$ cat src/rtl/mux_sel_pipe_if.sv
// Request/response bundle for the 32-lane selector pipe.
// master drives lanes and select, slave returns the picked lane.
interface mux_sel_pipe_if #(
  parameter int WIDTH = 1
);
  logic [32*WIDTH-1:0] in;
  logic [4:0]          sel;
  logic                in_valid;
  logic [WIDTH-1:0]    out;
  logic                out_valid;

  modport master (
    output in, sel, in_valid,
    input  out, out_valid
  );

  modport slave (
    input  in, sel, in_valid,
    output out, out_valid
  );
endinterface

$ cat src/rtl/mux_sel_pipe.sv
// 32:1 lane selector, two 16:1 halves then a 2:1 merge.
// Two register stages, one request per cycle, no stall.
module mux_sel_pipe_sel16 #(
  parameter int WIDTH = 1
) (
  input  logic [16*WIDTH-1:0] d,
  input  logic [3:0]          s,
  output logic [WIDTH-1:0]    y
);
  // Pass lane s through untouched.
  always_comb begin
    y = d[s*WIDTH +: WIDTH];
  end
endmodule

module mux_sel_pipe_sel2 #(
  parameter int WIDTH = 1
) (
  input  logic [2*WIDTH-1:0] d,
  input  logic               s,
  output logic [WIDTH-1:0]   y
);
  // Lane 1 when s is high, else lane 0.
  always_comb begin
    y = s ? d[WIDTH +: WIDTH] : d[0 +: WIDTH];
  end
endmodule

module mux_sel_pipe #(
  parameter int WIDTH = 1
) (
  input logic            clk,
  input logic            reset,
  mux_sel_pipe_if.slave  bus
);
  typedef struct packed {
    logic [WIDTH-1:0] lo;
    logic [WIDTH-1:0] hi;
    logic             hsel;
    logic             vld;
  } s1_t;

  logic [WIDTH-1:0] lo_y;
  logic [WIDTH-1:0] hi_y;
  logic [WIDTH-1:0] mg_y;
  s1_t              s1_q;
  logic [WIDTH-1:0] out_q;
  logic             vld_q;

  mux_sel_pipe_sel16 #(.WIDTH(WIDTH)) u_lo (
    .d (bus.in[16*WIDTH-1:0]),
    .s (bus.sel[3:0]),
    .y (lo_y)
  );

  mux_sel_pipe_sel16 #(.WIDTH(WIDTH)) u_hi (
    .d (bus.in[32*WIDTH-1:16*WIDTH]),
    .s (bus.sel[3:0]),
    .y (hi_y)
  );

  mux_sel_pipe_sel2 #(.WIDTH(WIDTH)) u_mg (
    .d ({s1_q.hi, s1_q.lo}),
    .s (s1_q.hsel),
    .y (mg_y)
  );

  // Stage 1: both half results, the half pick and the valid.
  always_ff @(posedge clk) begin
    if (!reset) begin
      s1_q <= '0;
    end else begin
      s1_q.lo   <= lo_y;
      s1_q.hi   <= hi_y;
      s1_q.hsel <= bus.sel[4];
      s1_q.vld  <= bus.in_valid;
    end
  end

  // Stage 2: merged lane and its valid, updated every cycle.
  always_ff @(posedge clk) begin
    if (!reset) begin
      out_q <= '0;
      vld_q <= 1'b0;
    end else begin
      out_q <= mg_y;
      vld_q <= s1_q.vld;
    end
  end

  assign bus.out       = out_q;
  assign bus.out_valid = vld_q;
endmodule

$ cat src/flat_wrapper.sv
// flat-port wrapper written by rule: the top's interface ports become plain ports
module mux_sel_pipe_flat 
#(
  parameter int WIDTH = 1
)
  (clk, reset, bus_in, bus_sel, bus_in_valid, bus_out, bus_out_valid);
  mux_sel_pipe_if #(.WIDTH(WIDTH)) bus_i ();
  input logic clk;
  input logic reset;
  input wire logic [$bits(bus_i.in)-1:0] bus_in;
  input wire logic [$bits(bus_i.sel)-1:0] bus_sel;
  input wire logic [$bits(bus_i.in_valid)-1:0] bus_in_valid;
  output wire logic [$bits(bus_i.out)-1:0] bus_out;
  output wire logic [$bits(bus_i.out_valid)-1:0] bus_out_valid;
  assign bus_i.in = bus_in;
  assign bus_i.sel = bus_sel;
  assign bus_i.in_valid = bus_in_valid;
  assign bus_out = bus_i.out;
  assign bus_out_valid = bus_i.out_valid;
  mux_sel_pipe #(.WIDTH(WIDTH)) u_core (.clk(clk), .reset(reset), .bus(bus_i));
endmodule
$ cat config.mk
export PLATFORM = sky130hd
export DESIGN_NAME = mux_sel_pipe_flat
export DESIGN_NICKNAME = d
export VERILOG_FILES = /design/src/rtl/mux_sel_pipe_if.sv /design/src/rtl/mux_sel_pipe.sv /design/src/flat_wrapper.sv
export SDC_FILE = /design/constraint.sdc
export NUM_CORES = 1
export LEC_CHECK = 0
export CORE_MARGIN = 8
export CORE_UTILIZATION = 32
export DETAILED_ROUTE_END_ITERATION = 8
export MAX_ROUTING_LAYER = met4
export PLACE_DENSITY = 0.93
export REMOVE_ABC_BUFFERS = 1
export SYNTH_ARGS = -nofsm -noshare
export SYNTH_HDL_FRONTEND = slang
export SYNTH_SLANG_ARGS = --single-unit
$ cat constraint.sdc
create_clock -name clk -period 3.06 [get_ports clk]
set_clock_uncertainty 0.15 [all_clocks]
set_input_delay 0.612 -clock clk [delete_from_list [all_inputs] [get_ports clk]]
set_output_delay 0.612 -clock clk [all_outputs]
set_load 0.1 [all_outputs]
Word-level counts from Yosys, hierarchy flattened --
Cells that the tools add are included.
Word-level totals: flip-flop bits (word level) 6, output and inout port bits 2, input port bits 40
Cells by class: shifts and indexed selects 2, multiplexer cells 1
Operator list (count):
- variable part select 16 x 5 -> 1 bit | 2
- 2-to-1 mux 1 bit | 1

Logic depth before layout (Yosys ltp) --
Gate-level depths: netlist of the first run.
depth after elaboration 1, depth in mapped cells 6, depth with buffers taken out 4

By module --
A second synthesis of the first run with hierarchy kept.
Second synthesis, totals: cell total of the unflattened synthesis 27, area, all modules 442.9 um^2
By module, submodules not included:
- mux_sel_pipe_sel16 | area each 135.1 um^2, times used 2, seq. area each 0.0 um^2, cells each 7
- mux_sel_pipe | area each 157.7 um^2, times used 1, seq. area each 120.1 um^2, cells each 12
- mux_sel_pipe_sel2 | area each 15.0 um^2, times used 1, seq. area each 0.0 um^2, cells each 1

Worst setup path after synthesis of the first run --
No wires, ideal clock.
path type input port to flip-flop, start point in bus_sel[0], end point reg u_core.s1_q[2] (netlist bit), setup time 0.070 ns, stages on the path 5, arrival time 1.650 ns, path slack 1.190 ns, required time 2.840 ns, cells stage by stage buf_6 -> mux4_2 -> nor2b_1 -> or4_1 -> a21boi_1
On the way: longest elaborated chain between the ends 1
Ends and longest elaborated chain:
- start: declaration | RTL line flat_wrapper.sv:11 | input wire logic [$bits(bus_i.sel)-1:0] bus_sel;
- variable part select 16 x 5 -> 1 bit | RTL line mux_sel_pipe.sv:12 | y = d[s*WIDTH +: WIDTH];
- end: declaration | RTL line mux_sel_pipe.sv:46 | s1_t s1_q;
Every way passes these cells. A chain may end at the register's enable or synchronous reset.

Worst setup path in the final report of the first run --
Same ends and word-level chain as after synthesis.

==> impl_metrics.tcl, run 1 <==
set metrics [dict create \
    start_util 0.329 \
    synth-seq-cells 6 \
    timing.rr.end "u_core.bus.out" \
    cts_buffers 3 \
    fp.dieH_microns 54.6 \
    rsz0062_at_grt "no" \
    wl_met1_microns 604 \
    cp_data_arrival_time_ns 2.36 \
    gp_congestion 0.677 \
    grt_usage 0.120 \
    cp_top_family "buffers and inverters" \
    nNetsFinal 129 \
    vias_per_cell 4.97 \
    routed-wl-met2_microns 754 \
    crit_cells 5 \
    place_hpwl_microns 1340 \
    met3WireLength_microns 123 \
    avgSynthCellArea_sq_um 10.6 \
    drtPass1Iterations 2 \
    grt_pass1_vias 622 \
    cap_violations 0 \
    ys_types 19 \
    grt_first_pass_wirelength_microns 2550 \
    tns_ns 0 \
    synth.area.top_cells "dfxtp_1, mux4_1, mux2i_1" \
    die_w_microns 54.6 \
    layout_setup_ws_ns 0.721 \
    cts.sinks 6 \
    ant_nets 0 \
    fill_cells 139 \
    drc 0 \
    r2r_cells 2 \
    layout_commonest_cell "clkdlybuf4s50_1" \
    grt_max_degree 14 \
    diodes 0 \
    finalInstanceArea_sq_um 912 \
    crit_buf_inv 1 \
    end_kind "flip-flop" \
    path_cells "clkdlybuf4s50_1 -> mux4_2 -> nor2b_1 -> or4_1 -> a21boi_1" \
    antenna_found_initial 0 \
    dp_cells 100 \
    critPathSlowestCell "clkdlybuf4s50_1" \
    dr.max_layer_used "met3" \
    overflow 0 \
    synth_top_cell_by_area "dfxtp_1" \
    required_ns 3.08 \
    totalWireLength_microns 1480 \
    syn_inst 45 \
    ff2ff_setup_slack_ns 2.23 \
    cts_tree "built" \
    p_leak_nw 0.360 \
    cts.clk_slew.worst_paths_ns 0.04 \
    synth_top_area_share 0.251 \
    maxSlewHeadroom 0.697 \
    post_cts_buffers 0 \
    status "complete, no violations" \
    yosysSeqAreaShare 0.251 \
    crit_fanout 13 \
    hold_viol_final 0 \
    ys_warn_count 0 \
    setup_viol 0 \
    cts_resized 0 \
    ctsHoldBuffers 0 \
    r2r-start "u_core.s1_q[1]" \
    critical_path.max_stage_delay_ns 0.64 \
    regArea_sq_um 120 \
    period_share 0.764 \
    worstSkewPairLatency_ns 0.24 \
    ioPinCount 42 \
    syn2layout_area_growth_pct 90.8 \
    design.die.area_sq_um 2990 \
    path_class "in2reg" \
    mostFrequentLayoutCells "clkdlybuf4s50_1, dfxtp_1, mux2i_1, and2_1, nor2b_1" \
    post-route-min-period_ns 2.34 \
    crit_end "u_core.s1_q[2]" \
    drt_iter0_markers 1 \
    fin_cells 103 \
    start_kind "input pin" \
    tightest_slew_ns 0.453 \
    root_buffer "clkbuf_4" \
    drive_gt1_frac 0.115 \
    clk_path_buf_depth 2 \
    fp.coreArea_sq_um 1450 \
    p_per_area_nw_per_um2 283 \
    timing.final.max_slew_violations 0 \
    dp_slack_ns 0.467 \
    hp-class "reg2reg" \
    cts-htree-levels 1 \
    synth_area_sq_um 478 \
    fmax_ghz 0.428 \
    io_buffers 41 \
    post_dp_cell_area_sq_um 890 \
    peakVddDrop_mv 0.103 \
    vias 512 \
    multi_input_area_sq_um 337 \
    power_w 0.000258 \
    startpoint "bus_sel[0]" \
    detail_route.wl_per_cell_microns 14.4 \
    num_rows 14 \
]
[through the flow]
step | utilization | hold WS [ns]
4_1_cts | 0.627 | 0.303
6_report | 0.627 | 0.291
3_3_place_gp | 0.612 | 0.269
2_1_floorplan | - | 0.262
5_1_grt | 0.627 | 0.325
3_5_place_dp | 0.612 | 0.292
[cell type report]
type / instances / area share
Tap cell: 16 / 0.0219
Multi-Input combinational cell: 36 / 0.369
Timing Repair Buffer: 42 / 0.453
Sequential cell: 6 / 0.132
Clock buffer: 3 / 0.0247
[synth_stat cells (all sizes together)]
cell and number:
mux2i 5, and2 4, nand2 2, buf 2, clkbuf 1, a2111oi 2
nand2b 1, a2bb2oi 2, nor2b 4, dfxtp 6, a211oi 2, nand3 2
and2b 4, mux4 4, a21boi 2, or4 2
[state kept, by name, indices dropped and copies added (netlist names)]
signal                count
u_core.bus.out_valid      1
u_core.bus.out            1
u_core.s1_q               4
[how the worst min path moves through the flow]
stage	startpoint	endpoint	slack, ns	cells past startpoint
floorplan	u_core.s1_q[0]	u_core.bus.out_valid	0.26	1
global placement	u_core.s1_q[0]	u_core.bus.out_valid	0.27	1
detailed placement	u_core.s1_q[0]	u_core.bus.out_valid	0.29	1
CTS	u_core.s1_q[0]	u_core.bus.out_valid	0.30	1
global route	u_core.s1_q[0]	u_core.bus.out_valid	0.32	1
finish	u_core.s1_q[0]	u_core.bus.out_valid	0.29	1
[power by group]
| part | leakage, nW | internal, W | switching, W | total (W) |
|---|---|---|---|---|
| logic | 0.296 | 0.0000689 | 0.0000333 | 0.000102 |
| clock network | 0.0138 | 0.0000443 | 0.0000268 | 0.0000711 |
| registers | 0.0498 | 0.0000837 | 0.00000145 | 0.0000852 |
| total | 0.360 | 0.000197 | 0.0000616 | 0.000258 |
[per-layer routing]
layer / vias up / GRT usage
li1: 260 / -
met1: 225 / 0.127
met2: 27 / 0.196
met3: 0 / 0.0380
met4: 0 / 0.0615
met5: - / -
[cells by family after synthesis]
| kind of cell | count (synthesis) | synth area share |
|---|---|---|
| buffers and inverters | 3 | 0.0445 |
| multiplexers | 9 | 0.309 |
| flip-flops | 6 | 0.251 |
| AND/OR/NAND/NOR | 19 | 0.259 |
| AO/OA/AOI/OAI | 8 | 0.136 |
Note: power is estimated with default switching activity, not from simulation.
==> inputs of run 2 (changes only) <==
--- a/config.mk
+++ b/config.mk
@@ -6,10 +6,10 @@
 export NUM_CORES = 1
 export LEC_CHECK = 0
 export CORE_MARGIN = 8
-export CORE_UTILIZATION = 32
+export CORE_UTILIZATION = 30
 export DETAILED_ROUTE_END_ITERATION = 8
 export MAX_ROUTING_LAYER = met4
-export PLACE_DENSITY = 0.93
+export PLACE_DENSITY = 0.88
 export REMOVE_ABC_BUFFERS = 1
 export SYNTH_ARGS = -nofsm -noshare
 export SYNTH_HDL_FRONTEND = slang
==> constraint.sdc (replaced) <==
create_clock -name clk -period 2.2 [get_ports clk]
set_clock_uncertainty 0.15 [all_clocks]
set_input_delay 0.44 -clock clk [delete_from_list [all_inputs] [get_ports clk]]
set_output_delay 0.44 -clock clk [all_outputs]
set_load 0.1 [all_outputs]
==> run 2 against run 1 <==
Largest cell class unchanged; design area rose by 2.5%; final cell count grew 2.9%; sequential share of layout area down 0.32 points; critical path depth rose by 1; global-route usage shrank 2.7 points; sequential power rose by 38%.
==> impl_metrics.tcl, run 2 (synthesized netlist as in run 1, its figures left out) <==
set metrics [dict create \
    ff2ff_setup_slack_ns 1.39 \
    fill_cells 137 \
    timing.rr.end "u_core.bus.out" \
    fmax_ghz 0.507 \
    cp_data_arrival_time_ns 2.00 \
    regMostFlops "u_core.s1_q" \
    mostFrequentLayoutCells "clkdlybuf4s50_1, buf_4, dfxtp_1, mux2i_1" \
    grt_max_degree 11 \
    cts.sinks 6 \
    die_w_microns 55.9 \
    grt_pass1_vias 580 \
    overflow 0 \
    vias 524 \
    totalWireLength_microns 1470 \
    cts-htree-levels 1 \
    p_leak_nw 0.374 \
    root_buffer "clkbuf_4" \
    fp.dieH_microns 55.9 \
    crit_fanout 10 \
    hold_ws_ns 0.282 \
    hold_end "u_core.bus.out_valid" \
    ioPinCount 42 \
    required_ns 2.22 \
    cts_resized 0 \
    timing.final.max_slew_violations 0 \
    worstSkewPairLatency_ns 0.24 \
    dp_slack_ns -0.0185 \
    io_buffers 41 \
    start_kind "input pin" \
    period_share 0.897 \
    largest_reg_flops 4 \
    p_per_area_nw_per_um2 388 \
    r2r-start "u_core.s1_q[1]" \
    rsz0062_at_grt "no" \
    syn2layout_area_growth_pct 95.5 \
    dp_cells 103 \
    vias_per_cell 4.94 \
    tightest_slew_ns 0.395 \
    hp-start "u_core.s1_q[0]" \
    grt_usage 0.0930 \
    nNetsFinal 132 \
    drt_iter0_markers 4 \
    hp-class "reg2reg" \
    detail_route.wl_per_cell_microns 13.9 \
    hold_depth 1 \
    maxSlewHeadroom 0.730 \
    layout_setup_ws_ns 0.226 \
    ctsHoldBuffers 0 \
    ant_nets 0 \
    post-route-min-period_ns 1.97 \
    cts_tree "built" \
    layout_commonest_cell "clkdlybuf4s50_1" \
    r2r_cells 2 \
    diodes 0 \
    drc 0 \
    path_class "in2reg" \
    hold_viol_final 0 \
    status "complete, no violations" \
    start_util 0.317 \
    drive_gt1_frac 0.144 \
    peakVddDrop_mv 0.228 \
    drtPass1Iterations 2 \
    antenna_found_initial 0 \
    cts_buffers 3 \
    num_rows 14 \
    grt_first_pass_wirelength_microns 2440 \
    fin_cells 106 \
    cap_violations 0 \
    fp.coreArea_sq_um 1510 \
    gp_congestion 0.721 \
    design.die.area_sq_um 3130 \
    setup_viol 0 \
    end_kind "flip-flop" \
    cts.clk_slew.worst_paths_ns 0.04 \
    post_cts_buffers 0 \
    clk_path_buf_depth 2 \
]
==> run 2: cell count changes in the layout (fill, tap and decap cells not counted), sizes merged <==
cell	before	now
buf	3	6
==> run 2: stage by stage <==
step                      total power (W)  instance area (sq um)  TNS [ns]  utilization
after floorplan                  0.000177                    457         0            -
after global placement           0.000264                    912         0        0.605
after detailed placement         0.000268                    912   -0.0298        0.605
after CTS                        0.000368                    935         0        0.620
after global routing             0.000386                    935         0        0.620
final                            0.000363                    935         0        0.620
==> run 2: worst max-delay path, cell delays in order <==
cell and delay, ns:
clkdlybuf4s50_1 0.39, buf_4 0.17, mux4_2 0.34, nor2b_1 0.04
or4_1 0.46, a21boi_1 0.14
==> run 2: worst max path at each step <==
| stage | startpoint | to | slack [ns] | depth (start not counted) |
|---|---|---|---|---|
| after global routing | bus_sel[0] | u_core.s1_q[3] | 0.17 | 6 |
| after CTS | bus_sel[0] | u_core.s1_q[3] | 0.23 | 6 |
| after global placement | bus_sel[0] | u_core.s1_q[2] | 0.02 | 6 |
| after detailed placement | bus_sel[0] | u_core.s1_q[3] | -0.02 | 6 |
| final | bus_sel[0] | u_core.s1_q[3] | 0.23 | 6 |
| after floorplan | bus_sel[0] | u_core.s1_q[2] | 0.62 | 4 |
==> run 2: final cells by class <==
| class | instances | area (sq um) | share of cell area |
|---|---|---|---|
| clock buffer | 3 | 22.5 | 0.0241 |
| tap | 16 | 20.0 | 0.0214 |
| sequential | 6 | 120 | 0.129 |
| timing repair buffer | 45 | 435 | 0.466 |
| multi-input combinational | 36 | 337 | 0.360 |
==> run 2: power breakdown <==
group	switching (W)	leakage [nW]	internal, W	total, W
registers	0.00000190	0.0498	0.000116	0.000118
logic	0.0000473	0.311	0.0000992	0.000147
clock network	0.0000367	0.0138	0.0000615	0.0000982
==> run 2: metal layers <==
layer  GRT usage  up-vias  share of wire
met5           -        -              0
met4           0        0              0
met3      0.0411        0          0.074
met2       0.162       28           0.49
met1       0.102      229           0.44
li1            -      267              -
